File: config.mk
export PLATFORM = sky130hd
export DESIGN_NAME = ann_coef_loader
export DESIGN_NICKNAME = d
export VERILOG_FILES = /design/src/rtl/ann_pkg.sv /design/src/rtl/ann_coef_addr_gen.sv /design/src/rtl/ann_coef_loader.sv
export SDC_FILE = /design/constraint.sdc
export NUM_CORES = 1
export LEC_CHECK = 0
export BUFFER_PORTS_ARGS = -buffer_cell sky130_fd_sc_hd__clkbuf_2
export CELL_PAD_IN_SITES_DETAIL_PLACEMENT = 2
export CELL_PAD_IN_SITES_GLOBAL_PLACEMENT = 2
export CORE_ASPECT_RATIO = 0.6
export CORE_MARGIN = 2
export CORE_UTILIZATION = 25
export CTS_CLUSTER_SIZE = 40
export DETAILED_ROUTE_END_ITERATION = 6
export MAX_ROUTING_LAYER = met4
export PLACE_DENSITY = 0.84
export SLEW_MARGIN = 40
export SYNTH_ARGS = -nofsm -noshare
export SYNTH_HDL_FRONTEND = slang
export SYNTH_SLANG_ARGS = --single-unit
File: constraint.sdc
create_clock -name clk -period 4.2 [get_ports clk]
set_input_delay 0.42 -clock clk [delete_from_list [all_inputs] [get_ports clk]]
set_output_delay 0.42 -clock clk [all_outputs]
set_load 0.02 [all_outputs]
File: src/rtl/ann_pkg.sv
// Shared definitions for the ANN coefficient loader and controller: FSM states, layer sizes, word counts.
// Optional feature macro: ANN_COEF_BIAS_EN (adds one bias word per output node to every layer).
package ann_pkg;

    typedef enum logic [1:0] {
        IDLE      = 2'd0,
        ISSUE     = 2'd1,
        WAIT_DATA = 2'd2,
        DONE      = 2'd3
    } ann_coef_state_e;

    localparam int ANN_IMAGE_SIZE   = 64;
    localparam int ANN_FIRST_LAYER  = 16;
    localparam int ANN_SECOND_LAYER = 4;
    localparam int ANN_THIRD_LAYER  = 10;
    localparam int ANN_LAYER_CNT    = 3;

    // Buffer index width; the largest layer (1040 words with biases) fits in 11 bits.
    localparam int IDX_W = 11;

    function automatic int coef_words(input logic [1:0] layer,
                                      input int image_size,
                                      input int first_layer,
                                      input int second_layer,
                                      input int third_layer);
        int n_in;
        int n_out;
        case (layer)
            2'd0: begin
                n_in  = image_size;
                n_out = first_layer;
            end
            2'd1: begin
                n_in  = first_layer;
                n_out = second_layer;
            end
            default: begin
                n_in  = second_layer;
                n_out = third_layer;
            end
        endcase
`ifdef ANN_COEF_BIAS_EN
        return n_in * n_out + n_out;
`else
        return n_in * n_out;
`endif
    endfunction

endpackage

File: src/rtl/ann_coef_addr_gen.sv
// Word-index counter and base-plus-index read address for the coefficient loader.
module ann_coef_addr_gen
    import ann_pkg::*;
#(
    parameter int ADDR_WIDTH = 16
) (
    input  logic                  clk,
    input  logic                  rst,
    input  logic                  clr,
    input  logic                  inc,
    input  logic [ADDR_WIDTH-1:0] base,
    output logic [IDX_W-1:0]      index,
    output logic [ADDR_WIDTH-1:0] addr
);

    logic [IDX_W-1:0] index_q;
    logic [IDX_W-1:0] index_d;

    always_comb begin
        index_d = index_q;
        if (clr) begin
            index_d = '0;
        end else if (inc) begin
            index_d = index_q + 1'b1;
        end
    end

    always_ff @(posedge clk) begin
        if (rst) begin
            index_q <= '0;
        end else begin
            index_q <= index_d;
        end
    end

    assign index = index_q;
    // Address wraps modulo 2**ADDR_WIDTH.
    assign addr  = base + ADDR_WIDTH'(index_q);

endmodule

File: src/rtl/ann_coef_loader.sv
// Fetches one layer of ANN coefficients from memory into the coefficient buffer, one read at a time.
// Optional feature macro: ANN_COEF_BIAS_EN (bias words fetched after the weights of each layer).
module ann_coef_loader
    import ann_pkg::*;
#(
    parameter int IMAGE_SIZE   = ANN_IMAGE_SIZE,
    parameter int FIRST_LAYER  = ANN_FIRST_LAYER,
    parameter int SECOND_LAYER = ANN_SECOND_LAYER,
    parameter int THIRD_LAYER  = ANN_THIRD_LAYER,
    parameter int DATA_WIDTH   = 16,
    parameter int ADDR_WIDTH   = 16,
    parameter int L0_BASE      = 0,
    parameter int L1_BASE      = 2048,
    parameter int L2_BASE      = 4096
) (
    input  logic                  clk,
    input  logic                  rst,
    input  logic                  request_coef,
    input  logic                  done_processing,
    output logic                  mem_read,
    output logic [ADDR_WIDTH-1:0] mem_addr,
    input  logic [DATA_WIDTH-1:0] mem_rdata,
    input  logic                  mem_rvalid,
    output logic                  buf_wen,
    output logic [10:0]           buf_waddr,
    output logic [DATA_WIDTH-1:0] buf_wdata,
    output logic                  coef_loaded,
    output logic [1:0]            layer_idx,
    output logic                  busy,
    output logic                  overrun
);

    ann_coef_state_e state_q;
    ann_coef_state_e state_d;
    logic [1:0]      layer_q;
    logic [1:0]      layer_d;
    logic            overrun_q;
    logic            overrun_d;
    logic            dp_pend_q;
    logic            dp_pend_d;

    logic                  idx_clr;
    logic                  idx_inc;
    logic [IDX_W-1:0]      index;
    logic [IDX_W-1:0]      last_idx;
    logic [ADDR_WIDTH-1:0] layer_base;
    logic [ADDR_WIDTH-1:0] rd_addr;
    logic                  mem_read_c;
    logic                  wen_c;
    logic                  loaded_c;

    ann_coef_addr_gen #(
        .ADDR_WIDTH (ADDR_WIDTH)
    ) u_addr_gen (
        .clk   (clk),
        .rst   (rst),
        .clr   (idx_clr),
        .inc   (idx_inc),
        .base  (layer_base),
        .index (index),
        .addr  (rd_addr)
    );

    always_comb begin
        case (layer_q)
            2'd0:    layer_base = ADDR_WIDTH'(L0_BASE);
            2'd1:    layer_base = ADDR_WIDTH'(L1_BASE);
            default: layer_base = ADDR_WIDTH'(L2_BASE);
        endcase
        last_idx = IDX_W'(coef_words(layer_q, IMAGE_SIZE, FIRST_LAYER,
                                     SECOND_LAYER, THIRD_LAYER) - 1);
    end

    always_comb begin
        state_d    = state_q;
        layer_d    = layer_q;
        overrun_d  = overrun_q;
        dp_pend_d  = dp_pend_q;
        idx_clr    = 1'b0;
        idx_inc    = 1'b0;
        mem_read_c = 1'b0;
        wen_c      = 1'b0;
        loaded_c   = 1'b0;

        case (state_q)
            IDLE: begin
                dp_pend_d = 1'b0;
                if (done_processing) begin
                    layer_d = 2'd0;
                end
                if (request_coef) begin
                    idx_clr = 1'b1;
                    state_d = ISSUE;
                end
            end
            ISSUE: begin
                mem_read_c = 1'b1;
                state_d    = WAIT_DATA;
            end
            WAIT_DATA: begin
                if (mem_rvalid) begin
                    wen_c = 1'b1;
                    if (index == last_idx) begin
                        state_d = DONE;
                    end else begin
                        idx_inc = 1'b1;
                        state_d = ISSUE;
                    end
                end
            end
            DONE: begin
                loaded_c  = 1'b1;
                state_d   = IDLE;
                dp_pend_d = 1'b0;
                // An end-of-image seen during the load, or right now, wins over the advance.
                if (dp_pend_q || done_processing) begin
                    layer_d = 2'd0;
                end else if (layer_q == 2'(ANN_LAYER_CNT - 1)) begin
                    layer_d = 2'd0;
                end else begin
                    layer_d = layer_q + 2'd1;
                end
            end
            default: begin
                state_d = IDLE;
            end
        endcase

        if ((state_q != IDLE) && request_coef) begin
            overrun_d = 1'b1;
        end
        if ((state_q != WAIT_DATA) && mem_rvalid) begin
            overrun_d = 1'b1;
        end
        if ((state_q == ISSUE || state_q == WAIT_DATA) && done_processing) begin
            dp_pend_d = 1'b1;
        end
    end

    always_ff @(posedge clk) begin
        if (rst) begin
            state_q   <= IDLE;
            layer_q   <= 2'd0;
            overrun_q <= 1'b0;
            dp_pend_q <= 1'b0;
        end else begin
            state_q   <= state_d;
            layer_q   <= layer_d;
            overrun_q <= overrun_d;
            dp_pend_q <= dp_pend_d;
        end
    end

    // Strobes are masked during the reset cycle so an in-flight read cannot reach the buffer.
    assign mem_read    = mem_read_c & ~rst;
    assign mem_addr    = mem_read ? rd_addr : '0;
    assign buf_wen     = wen_c & ~rst;
    assign buf_waddr   = buf_wen ? index : '0;
    assign buf_wdata   = buf_wen ? mem_rdata : '0;
    assign coef_loaded = loaded_c & ~rst;
    assign busy        = (state_q != IDLE) & ~rst;
    assign layer_idx   = layer_q;
    assign overrun     = overrun_q;

endmodule

==> impl_metrics.env, run 1 <==
export IMPL_status="finished, final reports clean"
export IMPL_postCtsSetupBuffers=0
export IMPL_grt_pass1_wl_mm=7.36
export IMPL_drc=0
export IMPL_hold_ws_ps=482
export IMPL_synth_simple_area_share_pct=42.7
export IMPL_multi_input_area_um2=916
export IMPL_ys_ff_latch=17
export IMPL_hold_viol_final=0
export IMPL_vias_per_cell=4.78
export IMPL_arrival_ps=1920
export IMPL_synth_edf_count=0
export IMPL_critPathCaptureType="primary output"
export IMPL_cp_required_ps=3780
export IMPL_syn_area_um2=1300
export IMPL_insertion_delay_ps=250
export IMPL_ant_nets=0
export IMPL_drt_first_pass_iters=4
export IMPL_yosysTopAreaCellShare_pct=26.1
export IMPL_cts_clk_slew_worst_paths_ps=70
export IMPL_rsz0062_at_grt="no"
export IMPL_synth_xor_area_share_pct=0
export IMPL_synth_ff_type="dfxtp_1"
export IMPL_avgSynthCellArea_um2=7.71
export IMPL_cts_resized_gates=0
export IMPL_maxSlewViolCount=0
export IMPL_die_h_um=59.9
export IMPL_min_path_type="input pin to register"
export IMPL_dieWidth_um=97.2
export IMPL_nets=256
export IMPL_cts_tree="yes"
export IMPL_yosysTopAreaCell="dfxtp_1"
export IMPL_clock_root_buffer="clkbuf_8"
export IMPL_first_global_vias=1405
export IMPL_drtIter0Drc=43
export IMPL_fin_worst_skew_ps=1.74
export IMPL_start_kind="register"
export IMPL_num_vias=1410
export IMPL_relSlewSlack_pct=55.6
export IMPL_syn_inst=169
export IMPL_synth_cell_types=30
export IMPL_port_buffers=67
export IMPL_seqCellArea_um2=340
export IMPL_leakage_nw=0.796
export IMPL_max_freq_mhz=428
export IMPL_timing_setup_tns_ps=0
export IMPL_maxCapViolCount=0
export IMPL_rows=20
export IMPL_min_period_ps=2340
export IMPL_die_area_um2=5820
export IMPL_synthMuxAreaShare_pct=10.8
export IMPL_grt_usage_pct=16.4
export IMPL_n_antenna_cell=0
export IMPL_seq_area_frac_synth_pct=26.1
export IMPL_powerDensity_nw_per_um2=244
export IMPL_critPathMaxStageDelay_ps=440
export IMPL_io_pins=71
export IMPL_wl_per_cell_um=15.4
export IMPL_areaGrowthSynthToFinish_pct=33.1
export IMPL_antenna_found_initial=0
export IMPL_setup_violations_final=0
export IMPL_ys_top_cells_by_area="dfxtp_1, and2_1, mux2i_1, nand2_1, ha_1"
export IMPL_worstSetupPathType="register to primary output"
export IMPL_grt_max_degree=29
export IMPL_async_flop_share_pct=0
export IMPL_cts_hold_buf=0
export IMPL_coreArea_um2=5030
export IMPL_start_util_pct=25.9
export IMPL_wirelength_mm=4.54
export IMPL_synth_adder_area_share_pct=4.80
export IMPL_layout_drive_gt1_share_pct=33.6
export IMPL_place_congestion=0.788
export IMPL_clock_sinks=17
export IMPL_fillers=616
export IMPL_slowest_stage="dfxtp_1"
export IMPL_crit_chain="ha_1 -> nand2_1 -> nor2_4 -> and2_1 -> clkbuf_2"
export IMPL_post_route_period_util_pct=55.7
export IMPL_synth_top_family_by_area="simple AND/OR/NAND/NOR gates"
export IMPL_dp_hpwl_mm=3.49
export IMPL_cts_buffers=3
export IMPL_critPathMaxFanout=28
export IMPL_grt_overflow=0
export IMPL_cts_max_level=1
export IMPL_ys_warn_count=0
export IMPL_ir_worst_vdd_mv=0.0833
export IMPL_synth_compound_area_share_pct=9.03
export IMPL_worst_pin_slew_ps=653
export IMPL_clk_path_buf_depth=2
-- worst paths after layout --
check,end,from,cells past startpoint,slack [ps]
max,buf_waddr[9],state_q[1],5,1860
min,layer_idx[0],done_processing,3,480
max reg2reg,u_addr_gen.index[5],u_addr_gen.index[7],4,2240
min reg2reg,overrun,overrun,2,510
-- flip-flops by register name, indices dropped and copies added (netlist names) --
register          cells
dp_pend_q             1
layer_idx             2
overrun               1
state_q               2
u_addr_gen.index     11
-- metrics by stage --
| stage | utilization (%) | std cells | total power [mW] | cell area (um^2) | setup WS (ps) |
|---|---|---|---|---|---|
| 3_5_place_dp | 33.3 | 291 | 0.299 | 1670 | 1820 |
| 6_report | 34.5 | 295 | 0.424 | 1730 | 1860 |
| 5_1_grt | 34.5 | 295 | 0.451 | 1730 | 1660 |
| 3_3_place_gp | 33.1 | 291 | 0.292 | 1660 | 1620 |
| 4_1_cts | 34.2 | 295 | 0.429 | 1720 | 1540 |
| 2_1_floorplan | - | 171 | 0.259 | 1310 | 2140 |
-- synth_stat cells, drive strengths merged (3+ instances only) --
cell type	count
nand2	17
a211oi	4
mux2i	14
nand2b	10
buf	7
and2	39
inv	4
nand3	5
dfxtp	17
clkbuf	6
ha	5
nor2b	3
a21oi	11
nand4	4
nor2	6
-- critical path, delay by kind of cell, from the launching register on --
kind          cells  cell delay (ps)
simple gates      3              790
flops             1              440
fa+ha+maj         1              270
buf+inv           1              180
-- final cells by class --
type | instances | share of cell area [%]
sequential | 17 | 19.6
tap | 66 | 4.76
inverter | 4 | 0.866
multi-input combinational | 137 | 52.8
timing repair buffer | 67 | 19.3
clock buffer | 4 | 2.60
-- metal layers --
layer	wire, um	GRT usage, %
met5	0	-
met4	18	3.02
met3	263	3.39
met2	2100	26.8
met1	2160	21.5
-- report_power, final --
part           switching (mW)  internal (mW)
sequential            0.00750          0.169
combinational          0.0796         0.0420
clock                  0.0580         0.0674
total                   0.145          0.278
-- cells by family (layout without fill, tap and decap cells) --
kind of cell / after synthesis / in the layout
AOI/OAI and AO/OA: 19 / 19
adders and majority gates: 5 / 5
buffers and inverters: 17 / 75
DFF: 17 / 17
muxes: 14 / 14
other: 1 / 3
and+or+nand+nor: 96 / 96
-- layout by cell type (no fill, tap or decap), types with 2 or more instances in the layout --
master    synthesis  final
nand4_1           4      4
nor2b_1           3      2
a21oi_2           1      2
mux2i_1          14     13
nand3_1           5      5
clkbuf_8          0      3
nor3b_1           2      2
dfxtp_1          17     17
conb_1            1      3
a211oi_1          4      4
a221oi_1          2      2
nand2_1          17     17
ha_1              5      5
and2_1           39     39
nand2b_1         10     10
nor2_1            6      5
a21oi_1          10      8
nand3b_1          2      2
clkbuf_2          0     67
and4_1            2      2
inv_1             4      4
Note: power is estimated with default switching activity, not from simulation.
==> inputs of run 2 (changes only) <==
--- a/config.mk
+++ b/config.mk
@@ -10,11 +10,11 @@
 export CELL_PAD_IN_SITES_GLOBAL_PLACEMENT = 2
 export CORE_ASPECT_RATIO = 0.6
 export CORE_MARGIN = 2
-export CORE_UTILIZATION = 25
+export CORE_UTILIZATION = 23
 export CTS_CLUSTER_SIZE = 40
 export DETAILED_ROUTE_END_ITERATION = 6
 export MAX_ROUTING_LAYER = met4
-export PLACE_DENSITY = 0.84
+export PLACE_DENSITY = 0.78
 export SLEW_MARGIN = 40
 export SYNTH_ARGS = -nofsm -noshare
 export SYNTH_HDL_FRONTEND = slang
==> constraint.sdc (replaced) <==
create_clock -name clk -period 2.2 [get_ports clk]
set_input_delay 0.22 -clock clk [delete_from_list [all_inputs] [get_ports clk]]
set_output_delay 0.22 -clock clk [all_outputs]
set_load 0.02 [all_outputs]
==> impl_metrics.env, run 2 (synthesis gave the netlist of run 1 again) <==
export IMPL_slowest_stage="dfxtp_1"
export IMPL_relSlewSlack_pct=66.2
export IMPL_path_buf_inv=3
export IMPL_timing_setup_tns_ps=0
export IMPL_drtIter0Drc=25
export IMPL_antenna_found_initial=0
export IMPL_io_pins=71
export IMPL_rows=21
export IMPL_wl_per_cell_um=15.2
export IMPL_cts_tree="yes"
export IMPL_grt_max_degree=29
export IMPL_cp_top_family="buffers and inverters"
export IMPL_vias_per_cell=4.66
export IMPL_die_h_um=62.3
export IMPL_largest_reg_flops=11
export IMPL_cts_resized_gates=1
export IMPL_insertion_delay_ps=260
export IMPL_cts_clk_slew_worst_paths_ps=70
export IMPL_post_route_period_util_pct=91.7
export IMPL_finish_utilization_pct=31.9
export IMPL_drt_first_pass_iters=4
export IMPL_drc=0
export IMPL_coreArea_um2=5520
export IMPL_fin_worst_skew_ps=2.54
export IMPL_ir_worst_vdd_mv=0.324
export IMPL_crit_chain="inv_1 -> ha_1 -> nand2_1 -> nor2_1 -> buf_6 -> and2_1 -> clkbuf_2"
export IMPL_wirelength_mm=4.61
export IMPL_start_kind="register"
export IMPL_min_path_type="input pin to register"
export IMPL_grt_overflow=0
export IMPL_postCtsSetupBuffers=0
export IMPL_arrival_ps=1800
export IMPL_critPathMaxFanout=28
export IMPL_setup_violations_final=0
export IMPL_critPathMaxStageDelay_ps=330
export IMPL_final_common_cell="clkbuf_2"
export IMPL_worst_pin_slew_ps=505
export IMPL_ant_nets=0
export IMPL_maxCapViolCount=0
export IMPL_worstSetupPathType="register to primary output"
export IMPL_first_global_vias=1407
export IMPL_start_util_pct=23.6
export IMPL_rsz0062_at_grt="no"
export IMPL_clock_sinks=17
export IMPL_cp_required_ps=1980
export IMPL_layout_common_cells="clkbuf_2, and2_1, nand2_1, dfxtp_1, mux2i_1"
export IMPL_areaGrowthSynthToFinish_pct=35.2
export IMPL_fillers=665
export IMPL_nets=262
export IMPL_grt_usage_pct=15.4
export IMPL_grt_pass1_wl_mm=7.45
export IMPL_cts_hold_buf=0
export IMPL_maxSlewViolCount=0
export IMPL_max_freq_mhz=496
export IMPL_dieWidth_um=101
export IMPL_seqCellArea_um2=340
export IMPL_clk_path_buf_depth=2
export IMPL_layout_drive_gt1_share_pct=33.6
export IMPL_clock_root_buffer="clkbuf_8"
export IMPL_num_vias=1416
export IMPL_multi_input_area_um2=890
export IMPL_min_period_ps=2020
export IMPL_cts_buffers=3
export IMPL_status="finished, final reports clean"
export IMPL_hold_viol_final=0
export IMPL_powerDensity_nw_per_um2=461
export IMPL_dp_hpwl_mm=3.59
export IMPL_cts_max_level=1
export IMPL_place_congestion=0.765
export IMPL_n_antenna_cell=0
export IMPL_die_area_um2=6300
export IMPL_leakage_nw=0.833
export IMPL_port_buffers=67
export IMPL_critPathCaptureType="primary output"
[run 2: layout make-up]
cell class | count | area share, %
Clock buffer | 4 | 2.56
Inverter | 4 | 0.853
Multi-Input combinational cell | 137 | 50.5
Sequential cell | 17 | 19.3
Tap cell | 69 | 4.90
Timing Repair Buffer | 73 | 21.8
[run 2: path summary, 6_finish.rpt]
| kind | startpoint | end | slack (ps) | depth (start not counted) |
|---|---|---|---|---|
| setup / recovery | state_q[0] | buf_waddr[5] | 180 | 7 |
| hold / removal | done_processing | layer_idx[0] | 270 | 3 |
| setup reg to reg | state_q[0] | u_addr_gen.index[5] | 370 | 6 |
| hold reg to reg | u_addr_gen.index[1] | u_addr_gen.index[1] | 520 | 2 |
[run 2: worst register-to-register path: stages, from the launching register on]
cell and delay [ps]:
dfxtp_1 330, inv_1 130, ha_1 260, nand2_1 130
or2_2 360, a211oi_1 310, mux2i_1 240
[run 2: routing by layer]
layer	vias up	part of all wire (%)	track usage [%]
met5	-	0	-
met4	0	0.35	2.53
met3	2	6.5	4.17
met2	43	42	22.8
met1	679	51	21.4
li1	692	-	-
[run 2: stage by stage]
step / power [mW] / cells / hold WS (ps) / area (um^2) / worst slack [ps]
after CTS: 0.822 / 304 / 260 / 1760 / 123
final: 0.811 / 304 / 266 / 1760 / 183
after global routing: 0.865 / 304 / 286 / 1760 / 6.73
after global placement: 0.561 / 300 / 494 / 1710 / 352
after floorplan: 0.494 / 171 / 379 / 1310 / 336
after detailed placement: 0.571 / 300 / 509 / 1710 / 243
[run 2: report_power, final]
group          switching, mW  total (mW)  internal (mW)  leakage [nW]
combinational          0.147       0.230         0.0829         0.673
sequential            0.0129       0.335          0.323         0.138
clock                  0.117       0.246          0.129        0.0228
==> inputs of run 3 (changes only) <==
--- a/config.mk
+++ b/config.mk
@@ -10,11 +10,11 @@
 export CELL_PAD_IN_SITES_GLOBAL_PLACEMENT = 2
 export CORE_ASPECT_RATIO = 0.6
 export CORE_MARGIN = 2
-export CORE_UTILIZATION = 23
+export CORE_UTILIZATION = 21
 export CTS_CLUSTER_SIZE = 40
 export DETAILED_ROUTE_END_ITERATION = 6
 export MAX_ROUTING_LAYER = met4
-export PLACE_DENSITY = 0.78
+export PLACE_DENSITY = 0.75
 export SLEW_MARGIN = 40
 export SYNTH_ARGS = -nofsm -noshare
 export SYNTH_HDL_FRONTEND = slang
==> constraint.sdc (replaced) <==
create_clock -name clk -period 1.84 [get_ports clk]
set_input_delay 0.184 -clock clk [delete_from_list [all_inputs] [get_ports clk]]
set_output_delay 0.184 -clock clk [all_outputs]
set_load 0.02 [all_outputs]
==> impl_metrics.env, run 3 (synthesis gave the netlist of run 1 again) <==
export IMPL_status="finished, final reports clean"
export IMPL_place_congestion=0.719
export IMPL_wirelength_mm=5.50
export IMPL_clock_sinks=17
export IMPL_seqCellArea_um2=348
export IMPL_die_h_um=65.0
export IMPL_cts_tree="yes"
export IMPL_drtIter0Drc=48
export IMPL_areaGrowthSynthToFinish_pct=53.3
export IMPL_p_int_uw=693
export IMPL_crit_chain="inv_4 -> ha_4 -> nand2_4 -> nor2_4 -> buf_6 -> and2_1 -> clkbuf_2"
export IMPL_io_pins=71
export IMPL_swShare_pct=35.3
export IMPL_cp_top_family="simple AND/OR/NAND/NOR gates"
export IMPL_grt_max_degree=23
export IMPL_maxCapViolCount=0
export IMPL_cts_buffers=3
export IMPL_multi_input_area_um2=932
export IMPL_slowest_stage="dfxtp_4"
export IMPL_vias_per_cell=4.58
export IMPL_cp_required_ps=1660
export IMPL_critPathMaxFanout=7
export IMPL_wl_per_cell_um=16.7
export IMPL_cts_max_level=1
export IMPL_hold_viol_final=0
export IMPL_final_common_cell="clkbuf_2"
export IMPL_post_route_period_util_pct=97.6
export IMPL_grt_usage_pct=16.5
export IMPL_clock_root_buffer="clkbuf_8"
export IMPL_start_util_pct=21.5
export IMPL_power_frac_seq_pct=38.8
export IMPL_n_antenna_cell=0
export IMPL_leakage_nw=0.936
export IMPL_maxSlewViolCount=0
export IMPL_rows=22
export IMPL_ant_nets=0
export IMPL_path_buf_inv=3
export IMPL_grt_pass1_wl_mm=8.53
export IMPL_largest_reg_flops=11
export IMPL_arrival_ps=1610
export IMPL_nets=273
export IMPL_cts_clk_slew_worst_paths_ps=70
export IMPL_cts_hold_buf=0
export IMPL_drc=0
export IMPL_fillers=704
export IMPL_antenna_found_initial=0
export IMPL_dp_hpwl_mm=3.81
export IMPL_dieWidth_um=106
export IMPL_port_buffers=67
export IMPL_max_freq_mhz=557
export IMPL_post_dp_cell_area_um2=1760
export IMPL_powerDensity_nw_per_um2=537
export IMPL_min_path_type="input pin to register"
export IMPL_fin_worst_skew_ps=6.43
export IMPL_die_area_um2=6870
export IMPL_stdcell_area_um2=2000
export IMPL_power_frac_comb_pct=33.0
export IMPL_critPathMaxStageDelay_ps=370
export IMPL_layout_common_cells="clkbuf_2, and2_1, buf_4"
export IMPL_ir_worst_vdd_mv=0.217
export IMPL_first_global_vias=1536
export IMPL_layout_drive_gt1_share_pct=40.7
export IMPL_timing_setup_tns_ps=0
export IMPL_critPathCaptureType="primary output"
export IMPL_coreArea_um2=6060
export IMPL_num_vias=1510
export IMPL_pwr_share_clk_pct=28.2
export IMPL_grt_overflow=0
export IMPL_p_sw_uw=379
export IMPL_insertion_delay_ps=260
export IMPL_drt_first_pass_iters=4
export IMPL_min_period_ps=1800
export IMPL_start_kind="register"
export IMPL_clk_path_buf_depth=2
export IMPL_worstSetupPathType="register to primary output"
export IMPL_setup_violations_final=0
run 3: cell types whose count changed in the layout (fill, tap and decap cells not counted), moves of 4 or more:
cell      previous run  this run
buf_6                1         7
and2_1              39        35
buf_4                5        19
clkbuf_2            67        49
and2_4               0         4
buf_2                0         5
run 3: metrics by stage:
| step | instances | hold slack (ps) | utilization [%] | setup WS (ps) | total power [mW] |
|---|---|---|---|---|---|
| final | 330 | 226 | 33.0 | 44.1 | 1.07 |
| after detailed placement | 319 | 486 | 29.0 | 36.7 | 0.692 |
| after CTS | 327 | 224 | 31.9 | 6.89 | 1.04 |
| after global placement | 319 | 476 | 29.0 | 185 | 0.676 |
| after floorplan | 171 | 343 | - | 11.6 | 0.590 |
| after global routing | 330 | 239 | 33.0 | -46.6 | 1.14 |
run 3: layer usage:
metal  vias to the layer above  part of all wire (%)  GRT usage, %
met3                         6                   6.2          5.13
met5                         -                     0             -
met2                        46                    48          27.1
met4                         0                  0.76          2.80
met1                       742                    45          20.3
li1                        716                     -             -
run 3: layout make-up:
class / instances / share of cell area (%)
multi-input combinational: 137 / 46.7
inverter: 4 / 0.877
clock buffer: 4 / 2.26
timing repair buffer: 84 / 27.5
sequential: 17 / 17.4
tap: 84 / 5.26
run 3: worst paths after layout:
check | cells past startpoint | start | to | slack (ps)
max | 7 | state_q[0] | buf_wdata[6] | 40
min | 3 | request_coef | overrun | 230
max reg2reg | 6 | state_q[0] | u_addr_gen.index[5] | 150
min reg2reg | 2 | u_addr_gen.index[10] | u_addr_gen.index[10] | 510
run 3: timing repair:
item	in CTS	in global routing
pin swaps	2	2
gates cloned	2	0
buffers inserted	2	3
gates resized for setup	30	30
setup endpoints to repair	40	39
run 3: worst min-delay path: cells and delay by family:
family	cells	cell delay, ps
buffers and inverters	1	100
and+or+nand+nor	1	90
AOI/OAI and AO/OA	1	70
run 3: power groups by stage:
stage	logic, mW	clock network [mW]	registers (mW)
global placement	0.268	0	0.408
CTS	0.319	0.311	0.408
detailed placement	0.281	0	0.411
floorplan	0.181	0	0.410
global route	0.388	0.333	0.417
finish	0.354	0.302	0.416
